--- src/rtl/lcd_frame_arbiter_pkg.sv ---
// Shared types and defaults for the LCD frame arbiter.
package lcd_pkg;

  localparam int unsigned H_ACTIVE_DEF = 480;
  localparam int unsigned V_ACTIVE_DEF = 272;

  typedef logic [23:0] rgb_t;

  typedef enum logic [2:0] {
    StIdle,
    StStart,
    StStream,
    StPad,
    StDone
  } arb_state_t;

endpackage

--- src/rtl/lcd_frame_arbiter_if.sv ---
// Pixel-source and FIFO write-port bundle around the frame arbiter.
interface lcd_frame_arbiter_if #(
  parameter int unsigned NUM_SRC = 2
) ();
  import lcd_pkg::*;

  logic [NUM_SRC-1:0]    src_req;
  logic [NUM_SRC-1:0]    src_grant;
  logic [NUM_SRC-1:0]    src_new_frame;
  logic [NUM_SRC-1:0]    src_valid;
  logic [24*NUM_SRC-1:0] src_rgb;
  logic                  src_ready;
  rgb_t                  fifo_wdata;
  logic                  fifo_wreq;
  logic                  fifo_full;

  // Sources and FIFO (environment side).
  modport master (
    output src_req, src_valid, src_rgb, fifo_full,
    input  src_grant, src_new_frame, src_ready, fifo_wdata, fifo_wreq
  );

  // Arbiter side.
  modport slave (
    input  src_req, src_valid, src_rgb, fifo_full,
    output src_grant, src_new_frame, src_ready, fifo_wdata, fifo_wreq
  );

endinterface

--- src/rtl/lcd_frame_arbiter_rr_pick.sv ---
// Combinational round-robin picker: first requester at or after ptr, cyclically.
module rr_pick #(
  parameter int unsigned N    = 2,
  parameter int unsigned PtrW = 1
) (
  input  logic [N-1:0]    i_req,
  input  logic [PtrW-1:0] i_ptr,
  output logic [N-1:0]    o_grant
);

  // Scan N positions starting at ptr; the first hit wins.
  always_comb begin
    int unsigned idx;
    logic        found;
    o_grant = '0;
    found   = 1'b0;
    idx     = 0;
    for (int unsigned k = 0; k < N; k++) begin
      idx = (int'(i_ptr) + k) % N;
      if (!found && i_req[idx]) begin
        o_grant[idx] = 1'b1;
        found        = 1'b1;
      end
    end
  end

endmodule

--- src/rtl/lcd_frame_arbiter.sv ---
// Frame-granular round-robin arbiter in front of the LCD pixel FIFO.
// Pads aborted frames with FILL_RGB so every frame is H_ACTIVE*V_ACTIVE pixels.
module lcd_frame_arbiter
  import lcd_pkg::*;
#(
  parameter int unsigned NUM_SRC  = 2,
  parameter int unsigned H_ACTIVE = H_ACTIVE_DEF,
  parameter int unsigned V_ACTIVE = V_ACTIVE_DEF,
  parameter rgb_t        FILL_RGB = 24'h000000
) (
  input  logic                clk_12,
  input  logic                rst,
  lcd_frame_arbiter_if.slave  bus,
  output logic                busy,
  output logic                frame_done,
  output logic                aborted
);

  localparam int unsigned PtrW  = (NUM_SRC > 1) ? $clog2(NUM_SRC) : 1;
  localparam int unsigned XW    = $clog2(H_ACTIVE);
  localparam int unsigned YW    = $clog2(V_ACTIVE);
  localparam logic [XW-1:0] XLast = XW'(H_ACTIVE - 1);
  localparam logic [YW-1:0] YLast = YW'(V_ACTIVE - 1);

  arb_state_t          r_state;
  logic [NUM_SRC-1:0]  r_grant;
  logic [NUM_SRC-1:0]  r_new_frame;
  logic [PtrW-1:0]     r_ptr;
  logic [XW-1:0]       r_x;
  logic [YW-1:0]       r_y;
  logic                r_frame_done;
  logic                r_aborted;

  logic [NUM_SRC-1:0]  w_pick;
  logic                w_g_req;
  logic                w_g_valid;
  rgb_t                w_g_rgb;
  logic [PtrW-1:0]     w_g_idx;
  logic [PtrW-1:0]     w_ptr_nxt;
  logic                w_wreq;
  logic                w_x_last;
  logic                w_last;
  logic [XW-1:0]       w_x_nxt;
  logic [YW-1:0]       w_y_nxt;

  rr_pick #(
    .N    (NUM_SRC),
    .PtrW (PtrW)
  ) u_rr_pick (
    .i_req   (bus.src_req),
    .i_ptr   (r_ptr),
    .o_grant (w_pick)
  );

  // Select the granted source's pixel bus and index.
  always_comb begin
    w_g_rgb = '0;
    w_g_idx = '0;
    for (int i = 0; i < NUM_SRC; i++) begin
      if (r_grant[i]) begin
        w_g_rgb = bus.src_rgb[24*i +: 24];
        w_g_idx = PtrW'(i);
      end
    end
  end

  assign w_g_req   = |(bus.src_req & r_grant);
  assign w_g_valid = |(bus.src_valid & r_grant);
  assign w_ptr_nxt = (w_g_idx == PtrW'(NUM_SRC - 1)) ? '0 : w_g_idx + 1'b1;
  assign w_x_last  = (r_x == XLast);
  assign w_last    = w_x_last && (r_y == YLast);

  // Raster position after the current write; cleared after the last pixel.
  always_comb begin
    w_x_nxt = r_x + 1'b1;
    w_y_nxt = r_y;
    if (w_x_last) begin
      w_x_nxt = '0;
      w_y_nxt = w_last ? '0 : r_y + 1'b1;
    end
  end

  // Zero-latency write path: only fifo_full throttles the source.
  always_comb begin
    w_wreq = 1'b0;
    if (!bus.fifo_full) begin
      w_wreq = ((r_state == StStream) && w_g_valid) || (r_state == StPad);
    end
  end

  assign bus.src_ready     = (r_state == StStream) && !bus.fifo_full;
  assign bus.fifo_wreq     = w_wreq;
  assign bus.fifo_wdata    = !w_wreq ? '0 : ((r_state == StPad) ? FILL_RGB : w_g_rgb);
  assign bus.src_grant     = r_grant;
  assign bus.src_new_frame = r_new_frame;
  assign busy              = (r_state != StIdle);
  assign frame_done        = r_frame_done;
  assign aborted           = r_aborted;

  // Frame FSM with registered grant, strobe and status outputs.
  always_ff @(posedge clk_12 or negedge rst) begin
    if (!rst) begin
      r_state      <= StIdle;
      r_grant      <= '0;
      r_new_frame  <= '0;
      r_ptr        <= '0;
      r_x          <= '0;
      r_y          <= '0;
      r_frame_done <= 1'b0;
      r_aborted    <= 1'b0;
    end else begin
      unique case (r_state)
        StIdle: begin
          if (|bus.src_req) begin
            r_grant     <= w_pick;
            r_new_frame <= w_pick;
            r_state     <= StStart;
          end
        end
        StStart: begin
          r_new_frame <= '0;
          r_x         <= '0;
          r_y         <= '0;
          r_aborted   <= 1'b0;
          r_state     <= StStream;
        end
        StStream: begin
          if (w_wreq) begin
            r_x <= w_x_nxt;
            r_y <= w_y_nxt;
          end
          if (w_wreq && w_last) begin
            r_frame_done <= 1'b1;
            r_state      <= StDone;
          end else if (!w_g_req) begin
            // A pixel taken in the drop cycle still counts; the rest is padded.
            r_aborted <= 1'b1;
            r_state   <= StPad;
          end
        end
        StPad: begin
          if (w_wreq) begin
            r_x <= w_x_nxt;
            r_y <= w_y_nxt;
            if (w_last) begin
              r_frame_done <= 1'b1;
              r_state      <= StDone;
            end
          end
        end
        StDone: begin
          r_frame_done <= 1'b0;
          r_ptr        <= w_ptr_nxt;
          r_grant      <= '0;
          r_state      <= StIdle;
        end
        default: r_state <= StIdle;
      endcase
    end
  end

endmodule

--- src/flat_wrapper.sv ---
// flat-port wrapper written by rule: the top's interface ports become plain ports
module lcd_frame_arbiter_flat import lcd_pkg::*;
#(
  parameter int unsigned NUM_SRC  = 2,
  parameter int unsigned H_ACTIVE = H_ACTIVE_DEF,
  parameter int unsigned V_ACTIVE = V_ACTIVE_DEF,
  parameter rgb_t        FILL_RGB = 24'h000000
)
  (clk_12, rst, busy, frame_done, aborted, bus_src_req, bus_src_valid, bus_src_rgb, bus_fifo_full, bus_src_grant, bus_src_new_frame, bus_src_ready, bus_fifo_wdata, bus_fifo_wreq);
  lcd_frame_arbiter_if #(.NUM_SRC(NUM_SRC)) bus_i ();
  input  logic clk_12;
  input  logic rst;
  output logic busy;
  output logic frame_done;
  output logic aborted;
  input wire logic [$bits(bus_i.src_req)-1:0] bus_src_req;
  input wire logic [$bits(bus_i.src_valid)-1:0] bus_src_valid;
  input wire logic [$bits(bus_i.src_rgb)-1:0] bus_src_rgb;
  input wire logic [$bits(bus_i.fifo_full)-1:0] bus_fifo_full;
  output wire logic [$bits(bus_i.src_grant)-1:0] bus_src_grant;
  output wire logic [$bits(bus_i.src_new_frame)-1:0] bus_src_new_frame;
  output wire logic [$bits(bus_i.src_ready)-1:0] bus_src_ready;
  output wire logic [$bits(bus_i.fifo_wdata)-1:0] bus_fifo_wdata;
  output wire logic [$bits(bus_i.fifo_wreq)-1:0] bus_fifo_wreq;
  assign bus_i.src_req = bus_src_req;
  assign bus_i.src_valid = bus_src_valid;
  assign bus_i.src_rgb = bus_src_rgb;
  assign bus_i.fifo_full = bus_fifo_full;
  assign bus_src_grant = bus_i.src_grant;
  assign bus_src_new_frame = bus_i.src_new_frame;
  assign bus_src_ready = bus_i.src_ready;
  assign bus_fifo_wdata = bus_i.fifo_wdata;
  assign bus_fifo_wreq = bus_i.fifo_wreq;
  lcd_frame_arbiter #(.NUM_SRC(NUM_SRC), .H_ACTIVE(H_ACTIVE), .V_ACTIVE(V_ACTIVE), .FILL_RGB(FILL_RGB)) u_core (.clk_12(clk_12), .rst(rst), .bus(bus_i), .busy(busy), .frame_done(frame_done), .aborted(aborted));
endmodule
--- config.mk ---
export PLATFORM = sky130hd
export DESIGN_NAME = lcd_frame_arbiter_flat
export DESIGN_NICKNAME = d
export VERILOG_FILES = /design/src/rtl/lcd_frame_arbiter_pkg.sv /design/src/rtl/lcd_frame_arbiter_if.sv /design/src/rtl/lcd_frame_arbiter_rr_pick.sv /design/src/rtl/lcd_frame_arbiter.sv /design/src/flat_wrapper.sv
export SDC_FILE = /design/constraint.sdc
export NUM_CORES = 1
export LEC_CHECK = 0
export ABC_AREA = 1
export CAP_MARGIN = 20
export CORE_MARGIN = 2
export CORE_UTILIZATION = 35
export DETAILED_ROUTE_END_ITERATION = 7
export PLACE_DENSITY_LB_ADDON = 0.25
export SLEW_MARGIN = 5
export SYNTH_ARGS = -nofsm -noshare
export SYNTH_HDL_FRONTEND = slang
export SYNTH_HIERARCHICAL = 1
export SYNTH_SLANG_ARGS = --single-unit
--- constraint.sdc ---
create_clock -name clk_12 -period 2.9 [get_ports clk_12]
set_input_delay 0.435 -clock clk_12 [delete_from_list [all_inputs] [get_ports clk_12]]
set_output_delay 0.435 -clock clk_12 [all_outputs]
set_load 0.02 [all_outputs]
==> results of run 1 <==
## worst max-delay path, cell delays in order (launching register included)
cell and delay [ps]:
dfrtp_1 410, inv_1 140, nand2_4 90, inv_2 170, nand2_4 80, nor2_2 140
nand2_4 190, nor2_1 170, clkdlybuf4s50_1 630
## cell usage in the layout (no fill, tap or decap), types with 2 or more instances in the layout
cell type,n
clkdlybuf4s50_1,87
nor2_1,44
nand2_1,43
inv_1,39
dfrtp_1,28
nand3_1,24
a22oi_1,24
o21ai_0,15
a21oi_1,8
nor3_1,6
nand4_1,6
nand2_4,4
nor2_2,4
o21ai_1,4
clkbuf_8,3
buf_4,3
nor2_4,3
o22ai_1,3
inv_2,2
nand3b_1,2
ha_1,2
## where the power goes
group / switching, mW / total, mW / internal (mW)
logic: 0.695 / 1.15 / 0.454
registers: 0.0966 / 0.596 / 0.500
clock network: 0.117 / 0.302 / 0.185
## flip-flops by register name, indices dropped and copies added (netlist names)
signal and count:
u_core/aborted 1, u_core/bus.src_grant 2, u_core/bus.src_new_frame 2, u_core/frame_done 1
u_core/r_ptr 1, u_core/r_state 3, u_core/r_x 9, u_core/r_y 9
## cells by family after synthesis
group                      after synthesis  share of synthesized area (%)
AOI/OAI and AO/OA                       59                           18.8
adders and majority gates                2                           1.24
buffers and inverters                   52                           11.3
DFF                                     28                           34.8
and+or+nand+nor                        141                           33.8
## stage by stage
stage	hold slack (ps)	setup slack (ps)	std cells	util [%]	total power [mW]
2_1_floorplan	139	866	282	-	1.40
3_3_place_gp	501	163	433	52.7	1.73
3_5_place_dp	493	180	433	52.7	1.74
4_1_cts	528	14.6	437	54.0	2.06
5_1_grt	548	9.96	437	54.1	2.23
6_report	522	180	437	54.1	2.05
## layer usage
metal	part of all wire (%)	GRT usage, %
met2	51	29.8
met4	1.6	6.27
met3	3.3	3.62
met5	0	0
met1	44	23.8
## area by class of cell
class                   instances  area [sq um]  share of cell area (%)
repair buffers                 90           893                    29.8
inverters                      41           154                    5.13
multi-input cells             202          1090                    36.3
clock buffers                   3          41.3                    1.38
clock inverters                 1          30.0                    1.00
well taps                      72          90.1                    3.01
flip-flops and latches         28           701                    23.4
## final timing paths
| path | startpoint | to | slack, ps | cells after the start |
|---|---|---|---|---|
| worst min-delay path | u_core/aborted | u_core/aborted | 520 | 2 |
| min in group asynchronous | rst | u_core/r_y[1] | 540 | 2 |
| worst max-delay path | u_core/r_state[2] | bus_fifo_wdata[13] | 180 | 8 |
| max in group asynchronous | rst | u_core/r_state[0] | 2100 | 2 |
| worst min register to register | u_core/aborted | u_core/aborted | 520 | 2 |
| worst max register to register | u_core/r_x[0] | u_core/r_x[6] | 1040 | 8 |
==> metrics.yaml, run 1 <==
clock_skew_ps: 2.00
arrival_ps: 2290
synthArstFlopShare_pct: 100
antenna_found_initial: 0
run_status: "complete, no violations"
cp-start-kind: "flip-flop"
synth.avg_cell_area_sq_um: 7.13
dr.pass1.iters: 4
numPortBuffers: 87
ant_nets: 0
power_leakage_nw: 1.26
syn_inst: 282
num_io_pins: 88
relSlewSlack_pct: 60.2
drtIter0Drc: 98
tightestPinTransition_ps: 597
holdBufCountCts: 0
synth_top_area_share_pct: 34.8
synth_top_area_cell: "dfrtp_1"
synth_ff_type: "dfrtp_1"
grt_pass1_vias: 2040
synth-edff-count: 0
powerDensity_nw_per_um2: 683
numClockSinks: 28
rows: 27
n_antenna_cell: 0
cts-buffers-inserted: 3
cts_resized: 0
fmax_ghz: 0.368
crit_path_end_kind: "output port"
start_util_pct: 36.3
synth_seq_cells: 28
syn_nets: 339
syn_area_sq_um: 2010
post-dp-hpwl_mm: 4.57
drive_gt1_share_pct: 7.40
htree_levels: 1
vdd_ir_drop_max_mv: 0.451
cts.clk_slew.worst_paths_ps: 90
gp_congestion: 0.825
route.detailed.drc: 0
grt_start_max_net_pins: 29
synth_common_cells: "nor2_1 (44), nand2_1 (43), inv_1 (39)"
post_cts_buffers: 0
cts-root-buf: "clkbuf_8"
crit_required_ps: 2470
die_y_microns: 79.8
fin_crit_sh_pct: 93.8
drv_slew: 0
overflow: 0
grt_pass1_wl_mm: 9.33
wire_per_inst_microns: 13.4
syn_to_final_growth_pct: 49.0
period_minus_slack_ps: 2720
design.core.area_sq_um: 5540
vias_per_cell: 4.86
fillers: 526
route.vias.total: 2122
synth_most_common_cell: "nor2_1"
tns_ps: 0
cts_tree: "yes"
clock_latency_ps: 270
track_usage_pct: 18.2
holdCritPathClass: "reg -> reg"
die-area_sq_um: 6370
crit_fanout: 24
hold_viol_final: 0
drv_cap: 0
synth_area_leaders: "dfrtp_1 (35%), a22oi_1 (9.0%), nor2_1 (8.2%)"
dpl_cell_area_sq_um: 2920
ys_seq_area_share_pct: 34.8
clockBufferDepth: 2
critPathKind: "reg -> out"
final_area_sq_um: 3000
die_w_microns: 79.8
wirelength_mm: 5.84
rsz0062_at_grt: "no"
synth_cell_type_count: 34
yosys_warnings: 6
nNetsFinal: 423
setup_viol: 0
(Power assumes the default switching activity.)
==> run 2: changes to the inputs <==
- ABC_AREA: 1 -> 0
==> metrics.yaml, run 2 <==
final_area_sq_um: 2910
drv_slew: 0
vias_per_cell: 5.28
drtIter0Drc: 93
overflow: 0
die_w_microns: 77.7
cpPeakStageDelay_ps: 620
clock_latency_ps: 270
intPower_mw: 0.762
pre_cts_slack_ps: 307
drive_gt1_share_pct: 7.35
synth_common_cells: "nor2_1 (29), dfrtp_1 (28), a22oi_1 (26)"
crit_required_ps: 2470
holdBufCountCts: 0
route.detailed.drc: 0
die_y_microns: 77.7
mostFrequentLayoutCell: "clkdlybuf4s50_1"
synth_ff_type: "dfrtp_1"
synth.avg_cell_area_sq_um: 8.26
num_io_pins: 88
grt_pass1_vias: 1963
synth_most_common_cell: "nor2_1"
power_leakage_nw: 1.15
syn_nets: 287
synth_cell_type_count: 49
fillers: 450
syn_inst: 230
cp-start-kind: "flip-flop"
tightestPinTransition_ps: 639
grt_start_max_net_pins: 29
synth_area_leaders: "dfrtp_1 (37%), a22oi_1 (10%), nor2_1 (5.7%)"
period_minus_slack_ps: 2610
rsz0062_at_grt: "no"
tns_ps: 0
grt_pass1_wl_mm: 9.63
design.core.area_sq_um: 5170
powerDensity_nw_per_um2: 356
cts_tree: "yes"
crit_fanout: 24
dr.pass1.iters: 4
nNetsFinal: 371
total_power_mw: 1.04
fmax_ghz: 0.384
utilization_pct: 56.3
clock_skew_ps: 6.46
syn_to_final_growth_pct: 53.3
syn_area_sq_um: 1900
htree_levels: 1
setup_viol: 0
layout_common_cells: "clkdlybuf4s50_1 (87), nor2_1 (29), dfrtp_1 (28), a22oi_1 (26), nand2_1 (21)"
wirelength_mm: 5.80
synthArstFlopShare_pct: 100
rows: 26
yosys_warnings: 6
fin_crit_sh_pct: 89.9
hold_slack_ps: 504
holdCritPathClass: "reg -> reg"
combPwrFrac_pct: 25.3
numClockSinks: 28
route.vias.total: 2023
power_frac_clock_pct: 29.4
worst_slack_ps: 293
cts-root-buf: "clkbuf_8"
post_cts_buffers: 0
cts.clk_slew.worst_paths_ps: 90
vdd_ir_drop_max_mv: 0.284
switching_share_pct: 26.6
start_util_pct: 36.7
run_status: "complete, no violations"
numPortBuffers: 87
relSlewSlack_pct: 57.0
antenna_found_initial: 0
crit_slowest_cell: "clkdlybuf4s50_1"
hold_viol_final: 0
wire_per_inst_microns: 15.1
final_cells: 383
dp.cells: 379
p_switching_mw: 0.276
arrival_ps: 2170
ys_seq_area_share_pct: 36.9
dpl_cell_area_sq_um: 2840
largestRegisters: "u_core/r_x (9), u_core/r_y (9), u_core/r_state (3)"
cts_resized: 0
n_antenna_cell: 0
crit_path_end_kind: "output port"
track_usage_pct: 19.4
synth-edff-count: 0
synth_top_area_cell: "dfrtp_1"
critPathKind: "reg -> out"
post-dp-hpwl_mm: 4.33
path_cells: "nand2b_1 > nor3_1 > nand2_1 > buf_4 > nor2_1 > clkdlybuf4s50_1"
die-area_sq_um: 6030
cts-buffers-inserted: 3
gp_congestion: 0.816
seqPwrFrac_pct: 45.3
ant_nets: 0
clockBufferDepth: 2
synth_top_area_share_pct: 36.9
drv_cap: 0
synth_seq_cells: 28
## run 2: metal layers
metal / track usage, % / vias to the layer above / wire [microns]
met1: 26.8 / 916 / 2530
met3: 3.26 / 6 / 375
met2: 31.6 / 83 / 2830
met4: 4.64 / 0 / 63
li1: - / 1018 / -
met5: 0 / - / 0
## run 2: final timing paths
kind,startpoint,endpoint,slack (ps),depth (start not counted)
min reg2reg,u_core/frame_done,u_core/frame_done,500,1
min,u_core/frame_done,u_core/frame_done,500,1
max in group asynchronous,rst,u_core/r_x[6],2100,2
min in group asynchronous,rst,u_core/r_y[1],530,2
max,u_core/r_state[1],bus_fifo_wdata[21],290,6
max reg2reg,u_core/bus.src_grant[1],u_core/r_x[4],920,4
## run 2: final cells by class
type | instances | area (sq um) | share of cell area, %
clock buffer | 3 | 41.3 | 1.42
clock inverter | 1 | 30.0 | 1.03
inverter | 6 | 22.5 | 0.774
multi-input combinational | 180 | 1100 | 37.7
sequential | 28 | 701 | 24.1
tap | 70 | 87.6 | 3.01
timing repair buffer | 95 | 931 | 32.0
## run 2: kinds of logic (layout without fill, tap and decap cells)
| group | Yosys count | in the layout | share of synthesized area (%) |
|---|---|---|---|
| buf+inv | 22 | 105 | 5.27 |
| compound gates | 76 | 76 | 27.5 |
| simple gates | 102 | 102 | 29.1 |
| flops | 28 | 28 | 36.9 |
| fa+ha+maj | 2 | 2 | 1.32 |
## run 2: worst max-delay path: cells and delay by family (launching register included)
kind / cells / cell delay, ps
flip-flops: 1 / 520
AND/OR/NAND/NOR: 4 / 550
buffers and inverters: 2 / 830
## run 2: power groups by stage
stage,Clock (mW),Combinational [mW],Sequential [mW]
2_1_floorplan,0,0.125,0.465
3_3_place_gp,0,0.257,0.475
3_5_place_dp,0,0.263,0.477
4_1_cts,0.320,0.264,0.469
5_1_grt,0.338,0.294,0.479
6_report,0.305,0.263,0.470
